**src/rtl/memory_scheduler_pkg.sv**
```systemverilog
// Shared types for the multi-master memory scheduler: FSM states, the latched
// request record and the memory bus field widths.
package memory_scheduler_pkg;

    localparam int ADDR_W = 32;
    localparam int DATA_W = 32;
    localparam int STRB_W = 4;

    typedef enum logic [1:0] {
        ST_IDLE = 2'd0,
        ST_BUSY = 2'd1,
        ST_RESP = 2'd2
    } sched_state_e;

    typedef struct packed {
        logic              instr;
        logic [ADDR_W-1:0] addr;
        logic [DATA_W-1:0] wdata;
        logic [STRB_W-1:0] wstrb;
    } mem_req_type;

endpackage

```
**src/rtl/memory_scheduler_pick.sv**
```systemverilog
// Rotating-priority picker: returns the first set valid bit at or above i_ptr,
// wrapping from NREQ-1 back to 0.
module memory_scheduler_pick #(
    parameter int NREQ  = 2,
    parameter int PTR_W = $clog2(NREQ)
) (
    input  logic [NREQ-1:0]  i_valid,
    input  logic [PTR_W-1:0] i_ptr,
    output logic [PTR_W-1:0] o_gnt,
    output logic             o_any
);

    localparam logic [PTR_W:0] NREQ_W = (PTR_W + 1)'(NREQ);

    logic [2*NREQ-1:0] w_dbl;
    logic [NREQ-1:0]   w_rot;
    logic [PTR_W-1:0]  w_off;
    logic [PTR_W:0]    w_sum;
    logic [PTR_W:0]    w_wrap;

    // Rotating the doubled vector puts the pointer position at bit 0.
    assign w_dbl = {i_valid, i_valid} >> i_ptr;
    assign w_rot = w_dbl[NREQ-1:0];

    always_comb begin
        w_off = '0;
        for (int k = NREQ - 1; k >= 0; k--) begin
            if (w_rot[k]) begin
                w_off = PTR_W'(k);
            end
        end
    end

    assign w_sum  = {1'b0, i_ptr} + {1'b0, w_off};
    assign w_wrap = w_sum - NREQ_W;
    assign o_gnt  = (w_sum >= NREQ_W) ? w_wrap[PTR_W-1:0] : w_sum[PTR_W-1:0];
    assign o_any  = |i_valid;

endmodule

```
**src/rtl/memory_scheduler.sv**
```systemverilog
// Round-robin scheduler sharing one memory port among NREQ requesters, one
// transaction at a time, with a ready-timeout watchdog that reports a bus error.
module memory_scheduler
    import memory_scheduler_pkg::*;
#(
    parameter int NREQ       = 2,
    parameter int TIMEOUT    = 1024,
    parameter int FIXED_PRIO = 0
) (
    input  logic                     clk,
    input  logic                     rst,
    input  logic [NREQ-1:0]          req_valid,
    input  logic [NREQ-1:0]          req_instr,
    input  logic [NREQ*ADDR_W-1:0]   req_addr,
    input  logic [NREQ*DATA_W-1:0]   req_wdata,
    input  logic [NREQ*STRB_W-1:0]   req_wstrb,
    output logic [NREQ-1:0]          req_ready,
    output logic                     req_error,
    output logic [DATA_W-1:0]        req_rdata,
    output logic                     memory_valid,
    output logic                     memory_instr,
    output logic [ADDR_W-1:0]        memory_addr,
    output logic [DATA_W-1:0]        memory_wdata,
    output logic [STRB_W-1:0]        memory_wstrb,
    input  logic [DATA_W-1:0]        memory_rdata,
    input  logic                     memory_ready
);

    localparam int PTR_W = $clog2(NREQ);
    localparam int CNT_W = (TIMEOUT > 2) ? $clog2(TIMEOUT) : 1;
    localparam logic [CNT_W-1:0] CNT_LAST = CNT_W'((TIMEOUT > 0) ? TIMEOUT - 1 : 0);
    localparam logic [NREQ-1:0]  ONE_HOT0 = NREQ'(1);

    sched_state_e      r_state;
    logic [PTR_W-1:0]  r_ptr;
    logic [PTR_W-1:0]  r_gnt;
    logic [CNT_W-1:0]  r_cnt;
    mem_req_type       r_req;
    logic [DATA_W-1:0] r_rdata;
    logic              r_err;
    logic              r_mem_valid;
    logic [NREQ-1:0]   r_req_ready;

    logic [PTR_W-1:0]  w_scan_ptr;
    logic [PTR_W-1:0]  w_gnt;
    logic              w_any;
    logic [PTR_W-1:0]  w_ptr_next;
    logic              w_timeout;
    mem_req_type       w_sel;

    assign w_scan_ptr = (FIXED_PRIO != 0) ? '0 : r_ptr;

    memory_scheduler_pick #(
        .NREQ  (NREQ),
        .PTR_W (PTR_W)
    ) u_pick (
        .i_valid (req_valid),
        .i_ptr   (w_scan_ptr),
        .o_gnt   (w_gnt),
        .o_any   (w_any)
    );

    always_comb begin
        w_sel = '0;
        for (int i = 0; i < NREQ; i++) begin
            if (w_gnt == PTR_W'(i)) begin
                w_sel.instr = req_instr[i];
                w_sel.addr  = req_addr[i*ADDR_W +: ADDR_W];
                w_sel.wdata = req_wdata[i*DATA_W +: DATA_W];
                w_sel.wstrb = req_wstrb[i*STRB_W +: STRB_W];
            end
        end
    end

    assign w_ptr_next = (r_gnt == PTR_W'(NREQ - 1)) ? '0 : r_gnt + 1'b1;
    // TIMEOUT = 0 disables the watchdog; the counter then free-runs harmlessly.
    assign w_timeout  = (TIMEOUT != 0) && (r_cnt == CNT_LAST);

    always_ff @(posedge clk or negedge rst) begin
        if (!rst) begin
            r_state     <= ST_IDLE;
            r_ptr       <= '0;
            r_gnt       <= '0;
            r_cnt       <= '0;
            r_req       <= '0;
            r_rdata     <= '0;
            r_err       <= 1'b0;
            r_mem_valid <= 1'b0;
            r_req_ready <= '0;
        end else begin
            case (r_state)
                ST_IDLE: begin
                    if (w_any) begin
                        r_gnt       <= w_gnt;
                        r_req       <= w_sel;
                        r_cnt       <= '0;
                        r_mem_valid <= 1'b1;
                        r_state     <= ST_BUSY;
                    end
                end
                ST_BUSY: begin
                    if (memory_ready) begin
                        r_rdata     <= (r_req.wstrb == '0) ? memory_rdata : '0;
                        r_err       <= 1'b0;
                        r_mem_valid <= 1'b0;
                        r_req_ready <= ONE_HOT0 << r_gnt;
                        r_state     <= ST_RESP;
                    end else if (w_timeout) begin
                        r_rdata     <= '0;
                        r_err       <= 1'b1;
                        r_mem_valid <= 1'b0;
                        r_req_ready <= ONE_HOT0 << r_gnt;
                        r_state     <= ST_RESP;
                    end else begin
                        r_cnt <= r_cnt + 1'b1;
                    end
                end
                ST_RESP: begin
                    // Response fields are only meaningful alongside the ready pulse.
                    r_req_ready <= '0;
                    r_rdata     <= '0;
                    r_err       <= 1'b0;
                    r_ptr       <= w_ptr_next;
                    r_state     <= ST_IDLE;
                end
                default: begin
                    r_state <= ST_IDLE;
                end
            endcase
        end
    end

    assign req_ready    = r_req_ready;
    assign req_error    = r_err;
    assign req_rdata    = r_rdata;
    assign memory_valid = r_mem_valid;
    assign memory_instr = r_req.instr;
    assign memory_addr  = r_req.addr;
    assign memory_wdata = r_req.wdata;
    assign memory_wstrb = r_req.wstrb;

endmodule

```
**config.mk**
```make
export PLATFORM = sky130hd
export DESIGN_NAME = memory_scheduler
export DESIGN_NICKNAME = d
export VERILOG_FILES = /design/src/rtl/memory_scheduler_pkg.sv /design/src/rtl/memory_scheduler_pick.sv /design/src/rtl/memory_scheduler.sv
export SDC_FILE = /design/constraint.sdc
export NUM_CORES = 1
export LEC_CHECK = 0
export ABC_AREA = 1
export CAP_MARGIN = 20
export CORE_ASPECT_RATIO = 1.75
export CORE_MARGIN = 1
export CORE_UTILIZATION = 40
export CTS_CLUSTER_DIAMETER = 50
export DETAILED_ROUTE_END_ITERATION = 12
export MAX_ROUTING_LAYER = met4
export PLACE_DENSITY = 0.81
export SLEW_MARGIN = 15
export SYNTH_ARGS = -nofsm -noshare
export SYNTH_HDL_FRONTEND = slang
export SYNTH_HIERARCHICAL = 1
export SYNTH_SLANG_ARGS = --single-unit
export TNS_END_PERCENT = 10
```
**constraint.sdc**
```tcl
create_clock -name clk -period 1.8 [get_ports clk]
set_clock_uncertainty 0.1 [all_clocks]
set_input_delay 0.36 -clock clk [delete_from_list [all_inputs] [get_ports clk]]
set_output_delay 0.36 -clock clk [all_outputs]
set_load 0.01 [all_outputs]
```
==> results of run 1 <==
==> path summary, 6_finish.rpt <==
kind                                                  start                     endpoint  slack [ps]
worst max register to register         r_cnt[0]$_DFFE_PN0P_    req_rdata[17]$_DFFE_PN0P_         130
worst min-delay path                                    rst  memory_addr[23]$_DFFE_PN0P_         290
worst max-delay path            memory_addr[15]$_DFFE_PN0P_              memory_addr[15]          20
min in group clk                   memory_valid$_DFFE_PN0P_     memory_valid$_DFFE_PN0P_         370
max in group asynchronous                               rst  memory_wdata[4]$_DFFE_PN0P_         680
worst min register to register     memory_valid$_DFFE_PN0P_     memory_valid$_DFFE_PN0P_         370
==> cells by family after synthesis <==
group / after synthesis
DFF: 119
xor gates and xnor gates: 6
buffers and inverters: 56
adders and majority gates: 1
and+or+nand+nor: 387
AOI/OAI and AO/OA: 72
==> through the flow <==
step | power, mW | setup TNS [ps]
floorplan | 6.76 | 0
global placement | 9.76 | -4950
detailed placement | 9.87 | -9970
CTS | 13.1 | 0
global route | 13.7 | 0
finish | 12.9 | 0
==> layout make-up <==
cell class | count | share of cell area
clock inverters | 15 | 0.0182
inverters | 15 | 0.00680
multi-input cells | 466 | 0.234
well taps | 171 | 0.0232
flip-flops and latches | 119 | 0.324
clock buffers | 17 | 0.0462
repair buffers | 306 | 0.348
==> layer usage <==
metal  vias up  GRT usage  routed length [um]  part of all wire
li1       2656          -                   -                 -
met4         0      0.127                 766             0.044
met5         -          -                   0                 0
met1      2554      0.271                6340              0.37
met2       214      0.464                9360              0.54
met3        49     0.0473                 769             0.045
==> power by group through the flow <==
stage	clock network [mW]	logic, mW	registers (mW)
after floorplan	0	2.20	4.57
after global placement	0	5.55	4.21
after detailed placement	0	5.63	4.24
after CTS	3.47	5.41	4.20
after global routing	3.61	5.80	4.29
final	3.41	5.29	4.17
==> cells in the final DEF, fill, tap and decap left out, drive strengths merged, types with 3 or more instances in the layout <==
cell and instances:
inv 20, xnor2 3, dlymetal6s2s 52, dlygate4sd2 37
dfrtp 119, a31oi 69, clkbuf 17, xor2 3
clkdlybuf4s50 189, buf 27, nand3 43, nor2 79
clkinvlp 6, nand2 261
==> flip-flops by register name, indices dropped and copies added, names as in the netlist <==
signal	cells
memory_addr	32
memory_wdata	32
req_rdata	32
r_cnt	10
memory_wstrb	4
r_state	2
req_ready	2
memory_instr	1
memory_valid	1
r_gnt	1
r_ptr	1
req_error	1
==> what timing repair did <==
| action | in CTS | in global routing |
|---|---|---|
| buffers inserted | 0 | 1 |
| setup endpoints to repair | 37 | 71 |
| cloned | 0 | 0 |
| endpoints found under the hold margin | 18 | 0 |
| resized for setup | 37 | 54 |
| hold buffers | 1 | 0 |
==> flow_metrics.env, run 1 <==
export IMPL_status="completed"
export IMPL_yosysMostFrequentCell="nand2_1"
export IMPL_synth_fa_ha_area_frac=0.00231
export IMPL_ios=280
export IMPL_p_sw_mw=4.64
export IMPL_multiInputGateArea_um2=2150
export IMPL_yosys_area_top_type="dfrtp_1"
export IMPL_min_period_ps=1780
export IMPL_hold_violations=0
export IMPL_synth_xor_area_frac=0.00971
export IMPL_fin_area_um2=9200
export IMPL_ys_ff_latch=119
export IMPL_crit_chain="clkdlybuf4s50_1"
export IMPL_synthArstFlopShare=1.00
export IMPL_holdCritPathClass="in2async"
export IMPL_synth_main_ff_cell="dfrtp_1"
export IMPL_synth_simple_area_share=0.301
export IMPL_avgViaCountPerCell=4.94
export IMPL_cts_buffers=17
export IMPL_report_final_slew_viol_count=0
export IMPL_grt_pass1_wl_um=27200
export IMPL_drc_errors=0
export IMPL_gp_congestion=0.851
export IMPL_drtIter0Drc=165
export IMPL_coreArea_um2=13100
export IMPL_final_util=0.704
export IMPL_whs_ps=294
export IMPL_nNetsFinal=1101
export IMPL_peakVddDrop_v=0.000766
export IMPL_ys_types=26
export IMPL_wl_per_cell_um=15.5
export IMPL_synth_edf_count=0
export IMPL_p_seq_frac=0.324
export IMPL_final_period_utilization=0.987
export IMPL_switching_share=0.360
export IMPL_place_hpwl_um=12600
export IMPL_port_buffers=279
export IMPL_maxCapViolCount=0
export IMPL_p_int_mw=8.24
export IMPL_vias=5473
export IMPL_grt_max_degree=54
export IMPL_synth_mux_area_frac=0
export IMPL_synth_area_um2=5410
export IMPL_power_density_nw_per_um2=1400
export IMPL_antenna_found_initial=0
export IMPL_path_max_fanout=2
export IMPL_grt_pass1_vias=5516
export IMPL_clkTransAtPathRegs_ps=60
export IMPL_synth_fp_nets=817
export IMPL_seqCellArea_um2=2980
export IMPL_cts_tree="yes"
export IMPL_num_fill_cells=1048
export IMPL_crit_slowest_cell="clkdlybuf4s50_1"
export IMPL_synth_avg_cell_area_um2=8.44
export IMPL_place_area_um2=8500
export IMPL_fp_dieH_um=156
export IMPL_fmax_mhz=563
export IMPL_ys_seq_area_frac=0.550
export IMPL_finalWorstSetupSlack_ps=22.6
export IMPL_critical_path_top_delay_family="buffers and inverters"
export IMPL_netlist_top_cells_area="dfrtp_1 (55%), nand2_1 (18%), a31oi_1 (8.0%)"
export IMPL_synth_top_area_frac=0.550
export IMPL_cp_slowest_stage_delay_ps=550
export IMPL_start_kind="flop"
export IMPL_critPathArrivalTime_ps=1320
export IMPL_total_leakage_power_nw=4.73
export IMPL_syn2layout_area_growth_pct=70.0
export IMPL_synth_top_family_by_area="simple AND/OR/NAND/NOR gates"
export IMPL_synth_cells=641
export IMPL_endpoint_kind="output port"
export IMPL_setup_viol_count_final=0
export IMPL_yosys_warnings=6
export IMPL_num_rows=55
export IMPL_synth_common_cells="nand2_1 (253), dfrtp_1 (119), nor2_1 (76)"
export IMPL_cp_depth=1
export IMPL_worst_pin_slew_ps=381
export IMPL_clockPowerShare=0.265
export IMPL_critical_path_required_ps=1340
export IMPL_reg2regPathDepth=9
export IMPL_dr_pass1_iters=4
export IMPL_p_comb_frac=0.411
export IMPL_place_ws_ps=-221
export IMPL_diodes=0
export IMPL_cts_num_sinks=119
export IMPL_rsz0062_at_grt="false"
export IMPL_wl_um=17200
export IMPL_synth_compound_area_frac=0.0825
export IMPL_cts_buffer_depth=2
export IMPL_start_util=0.414
export IMPL_layout_drive_gt1_share=0.0949
export IMPL_stdcell_count=1109
export IMPL_critPathKind="reg2out"
export IMPL_overflow=0
export IMPL_die_x_um=89.9
export IMPL_dpl_cell_count=1075
export IMPL_maxSlewHeadroom=0.745
export IMPL_grt_usage=0.258
export IMPL_worst_path_buf_inv=1
export IMPL_antenna_left=0
export IMPL_clockRootBuffer="clkbuf_16"
export IMPL_cts_htree_levels=4
export IMPL_die_area_um2=14000
export IMPL_clkLatencyLatePin_ps=410
(Power assumes the default switching activity.)
==> run 2: changes to the inputs <==
Settings changed: CORE_MARGIN 1 to unset.
==> results of run 2 <==
Same layout as run 1: the final DEF is identical, and so are final timing and power.
==> patch 1, RTL diff (flow settings as in run 2) <==
The package constant `DATA_W` goes from 32 to 24.
--- a/src/rtl/memory_scheduler_pkg.sv
+++ b/src/rtl/memory_scheduler_pkg.sv
@@ -3,7 +3,7 @@
 package memory_scheduler_pkg;
 
     localparam int ADDR_W = 32;
-    localparam int DATA_W = 32;
+    localparam int DATA_W = 24;
     localparam int STRB_W = 4;
 
     typedef enum logic [1:0] {
Interface: changed (resized memory_rdata, memory_wdata, req_rdata and req_wdata); port bits go from 280 to 240. The function was not compared with the original's and may differ.
==> patch 1 against run 2 <==
The run now ends with DRC left; sequential power down 12%; combinational power is 3% lower; area after synthesis down 13%; worst hold slack gained 100 ps; worst setup slack improved by 18 ps; clock power fell by 40%; cell area down 15%; sequential cell count decreased by 16; die area is 12% lower; routed wire length is 13% lower; non-clock buffer count shrank 42; first-iteration DRC count grew 17%; total power shrank 16%.
==> patch 1: results (changes against run 2) <==
run_status:
  outcome: "finished with violations"  # was complete, no violations
  violations: "DRC"
synth:
  synth_commonest_cells: "nand2_1 (216), dfrtp_1 (103), nor2_1 (80), a31oi_1 (61), nand3_1 (34)"  # was nand2_1 (253), dfrtp_1 (119), nor2_1 (76), a31oi_1 (69), nand3_1 (32)
  ys_ff_latch: 103  # was 119
  yosysUniqueCellTypes: 23  # was 26
  syn_nets: 728  # was 817
  synth_adder_area_share_pct: 0.265  # was 0.231%
  seq_area_frac_synth_pct: 54.6  # was 55.0%
  synthTopCellsByArea: "dfrtp_1 (55%), nand2_1 (17%), a31oi_1 (8.1%), nor2_1 (6.4%), nand3_1 (3.6%)"  # was dfrtp_1 (55%), nand2_1 (18%), a31oi_1 (8.0%), nor2_1 (5.3%), nand3_1 (3.0%)
place:
  gp_congestion: 0.854  # was 0.851
  hpwl_um: 11300  # was 12600 um
  dp_slack_ps: -257  # was -221 ps
layout:
  regArea_sq_um: 2580  # was 2980 sq um
  multi_input_gates: 421  # was 466
  stdcell_count: 953  # was 1109
  clock_cell_area_share_pct: 4.03  # was 6.44%
  fillers: 945  # was 1048
  multi_input_area_share_pct: 24.9  # was 23.4%
  signal_buffers: 264  # was 306
power_and_ir_drop:
  power_density_nw_per_um2: 1400  # about the same
  ir_drop_mv: 0.704  # was 0.766 mV
  p_sw_w: 0.00395  # was 0.00464 W
  seq_power_share_pct: 33.9  # was 32.4%
setup_path:
  cp_data_arrival_time_ps: 1300  # was 1320 ps
  critPathMaxStageDelay_ps: 590  # was 550 ps
route:
  drc: 14  # was 0
sta:
  slew_headroom_pct: 68.9  # was 74.5%
[patch 1: cell count changes after synthesis, sizes merged, moves of 4 or more]
cell | before | now
clkbuf | 13 | 19
buf | 28 | 19
nand2 | 261 | 219
dfrtp | 119 | 103
a21oi | 1 | 5
a31oi | 69 | 61
[patch 1: path summary, 6_finish.rpt]
kind / from / endpoint / slack [ps] / cells past startpoint
hold reg to reg: req_rdata[21] / req_rdata[21] / 400 / 2
min in group asynchronous: rst / req_rdata[7] / 420 / 2
hold / removal: req_rdata[21] / req_rdata[21] / 400 / 2
setup / recovery: memory_addr[21] / memory_addr[21] / 40 / 1
max in group asynchronous: rst / r_ptr / 640 / 3
setup reg to reg: r_cnt[0] / req_rdata[19] / 140 / 9
[patch 1: per-layer routing]
layer / share of wire (%) / global-route usage, % / up-vias
li1: - / - / 2349
met1: 37 / 26.8 / 2288
met2: 55 / 45.8 / 200
met3: 5.0 / 3.91 / 41
met4: 3.7 / 12.6 / 0
met5: 0 / - / -
==> patch 2, RTL diff (settings of run 2) <==
Made on the original files. Encoding of `sched_state_e`: now one-hot (3 bits for 3 states).
--- a/src/rtl/memory_scheduler_pkg.sv
+++ b/src/rtl/memory_scheduler_pkg.sv
@@ -6,10 +6,10 @@
     localparam int DATA_W = 32;
     localparam int STRB_W = 4;
 
-    typedef enum logic [1:0] {
-        ST_IDLE = 2'd0,
-        ST_BUSY = 2'd1,
-        ST_RESP = 2'd2
+    typedef enum logic [2:0] {
+        ST_IDLE = 3'b001,
+        ST_BUSY = 3'b010,
+        ST_RESP = 3'b100
     } sched_state_e;
 
     typedef struct packed {
Behaviour: no difference found for any inputs over 4 cycles, from zero or initial values and one cycle with rst low; so few cycles prove little.
==> patch 2 against run 2 <==
Critical path depth did not move; total power up 2.4%; worst setup slack improved by 11 ps; worst hold slack gained 22 ps; area after synthesis grew 3.5%; cell area is 4.0% higher; count of clock-buffer cells in the layout rose by 1; maximum frequency grew 0.65%; routed wire length up 0.98%; sequential cell count is 1 higher; largest power group unchanged.
==> patch 2: results (changes against run 2) <==
run_status:
  outcome: "complete, no violations"  # unchanged
synth:
  yosysUniqueCellTypes: 27  # was 26
  syn_nets: 825  # was 817
  seq_area_frac_synth_pct: 53.6  # was 55.0%
  ys.warnings.count: 6  # unchanged
  synth_top_area_share_pct: 53.1  # was 55.0%
  synth_commonest_cells: "nand2_1 (251), dfrtp_1 (119), nor2_1 (78), a31oi_1 (69), nand3_2 (33)"  # was nand2_1 (253), dfrtp_1 (119), nor2_1 (76), a31oi_1 (69), nand3_1 (32)
  syn_inst: 649  # was 641
  synthTopCellsByArea: "dfrtp_1 (53%), nand2_1 (17%), a31oi_1 (7.7%), nand3_2 (5.9%), nor2_1 (5.2%)"  # was dfrtp_1 (55%), nand2_1 (18%), a31oi_1 (8.0%), nor2_1 (5.3%), nand3_1 (3.0%)
setup_path:
  ff2ff_setup_slack_ps: 100  # was 130 ps
  critPathMaxStageDelay_ps: 560
  setup.worst_path.end: "memory_addr[9]"  # was memory_addr[15]
  reg2reg_to: "req_rdata[1]"  # was req_rdata[17]
  cp_data_arrival_time_ps: 1310
  cp_top_family: "buffers and inverters"  # unchanged
  crit_path_start: "memory_addr[9]"  # was memory_addr[15]
  crit_fanout: 2  # unchanged
  r2r-start: "r_cnt[0]"  # unchanged
layout:
  multi_input_gates: 471  # was 466
  seq_share_pct: 31.4  # was 32.4%
  fillers: 1029  # was 1048
  drive_gt1_share_pct: 12.6  # was 9.49%
  buf_share_pct: 35.9  # was 34.8%
  nClkBuffers: 18  # was 17
  final_core_util_pct: 70.8  # was 70.4%
  signal_buffers: 314  # was 306
  n_all_inverters: 17  # was 15
  final_nets: 1117  # was 1101
  multi_input_area_share_pct: 23.9  # was 23.4%
  clock_cell_area_share_pct: 5.89  # was 6.44%
  nFlopsAndLatches: 120  # was 119
power_and_ir_drop:
  clkPwrFrac_pct: 24.3  # was 26.5%
  leakage_nw: 4.96  # was 4.73 nW
  total_power_w: 0.0132  # was 0.0129 W
  p_seq_w: 0.00423  # was 0.00417 W
  p_int_w: 0.00853  # was 0.00824 W
  ir_drop_mv: 0.948  # was 0.766 mV
job:
  cap_violations: 0  # unchanged
place:
  hpwl_um: 13100  # was 12600 um
  gp_congestion: 0.856  # was 0.851
  post_dp_cell_area_sq_um: 8860  # was 8500 sq um
  numPortBuffers: 279  # unchanged
  dp_slack_ps: -180  # was -221 ps
cts:
  cts.repair.resized: 29  # was 37
  cts_hold_buf: 1  # unchanged
  clk_latency_ps: 400
grt:
  grt_max_degree: 40  # was 54
  track_usage_pct: 24.9  # was 25.8%
  antenna_found_initial: 0  # unchanged
  grt_pass1_wl_um: 26900  # was 27200 um
  grt_pass1_vias: 5488  # was 5516
route:
  dr.first_iter.drc_count: 197  # was 165
  drt-total-wl_um: 17400  # was 17200 um
  viasPerCell: 4.88  # was 4.94
  drtPass1Iterations: 5  # was 4
  wl_per_cell_um: 15.4  # was 15.5 um
sta:
  slew_headroom_pct: 74.8  # was 74.5%
  finalCritPeriodShare_pct: 98.1  # was 98.7%
  finalHoldWorstSlack_ps: 317  # was 294 ps
floorplan:
  core_sq_um: 13500  # was 13100 sq um
-- patch 2: cell count changes in the layout (fill, tap and decap cells not counted), sizes merged, moves of 2 or more --
cell,run 2,this run
clkinv,2,7
dlygate4sd2,37,29
nor2,79,82
nand4,0,2
buf,27,35
dlymetal6s2s,52,61
clkinvlp,6,3
-- patch 2: routing by layer --
metal  vias up  track usage [%]  part of all wire [%]
li1       2697                -                     -
met1      2546             26.3                    37
met2       209             43.5                    54
met3        49             5.21                   4.8
met4         0             13.3                   4.4
met5         -                -                     0
-- patch 2: kinds of logic (layout without fill, tap and decap cells) --
kind of cell | count (synthesis) | count (layout) | share of synthesized area (%)
buffers and inverters | 58 | 363 | 5.87
adder cells (fa/ha/maj) | 1 | 1 | 0.223
AND/OR/NAND/NOR | 392 | 392 | 31.4
XOR/XNOR | 5 | 5 | 0.782
flip-flops | 120 | 120 | 53.6
AO/OA/AOI/OAI | 73 | 73 | 8.06
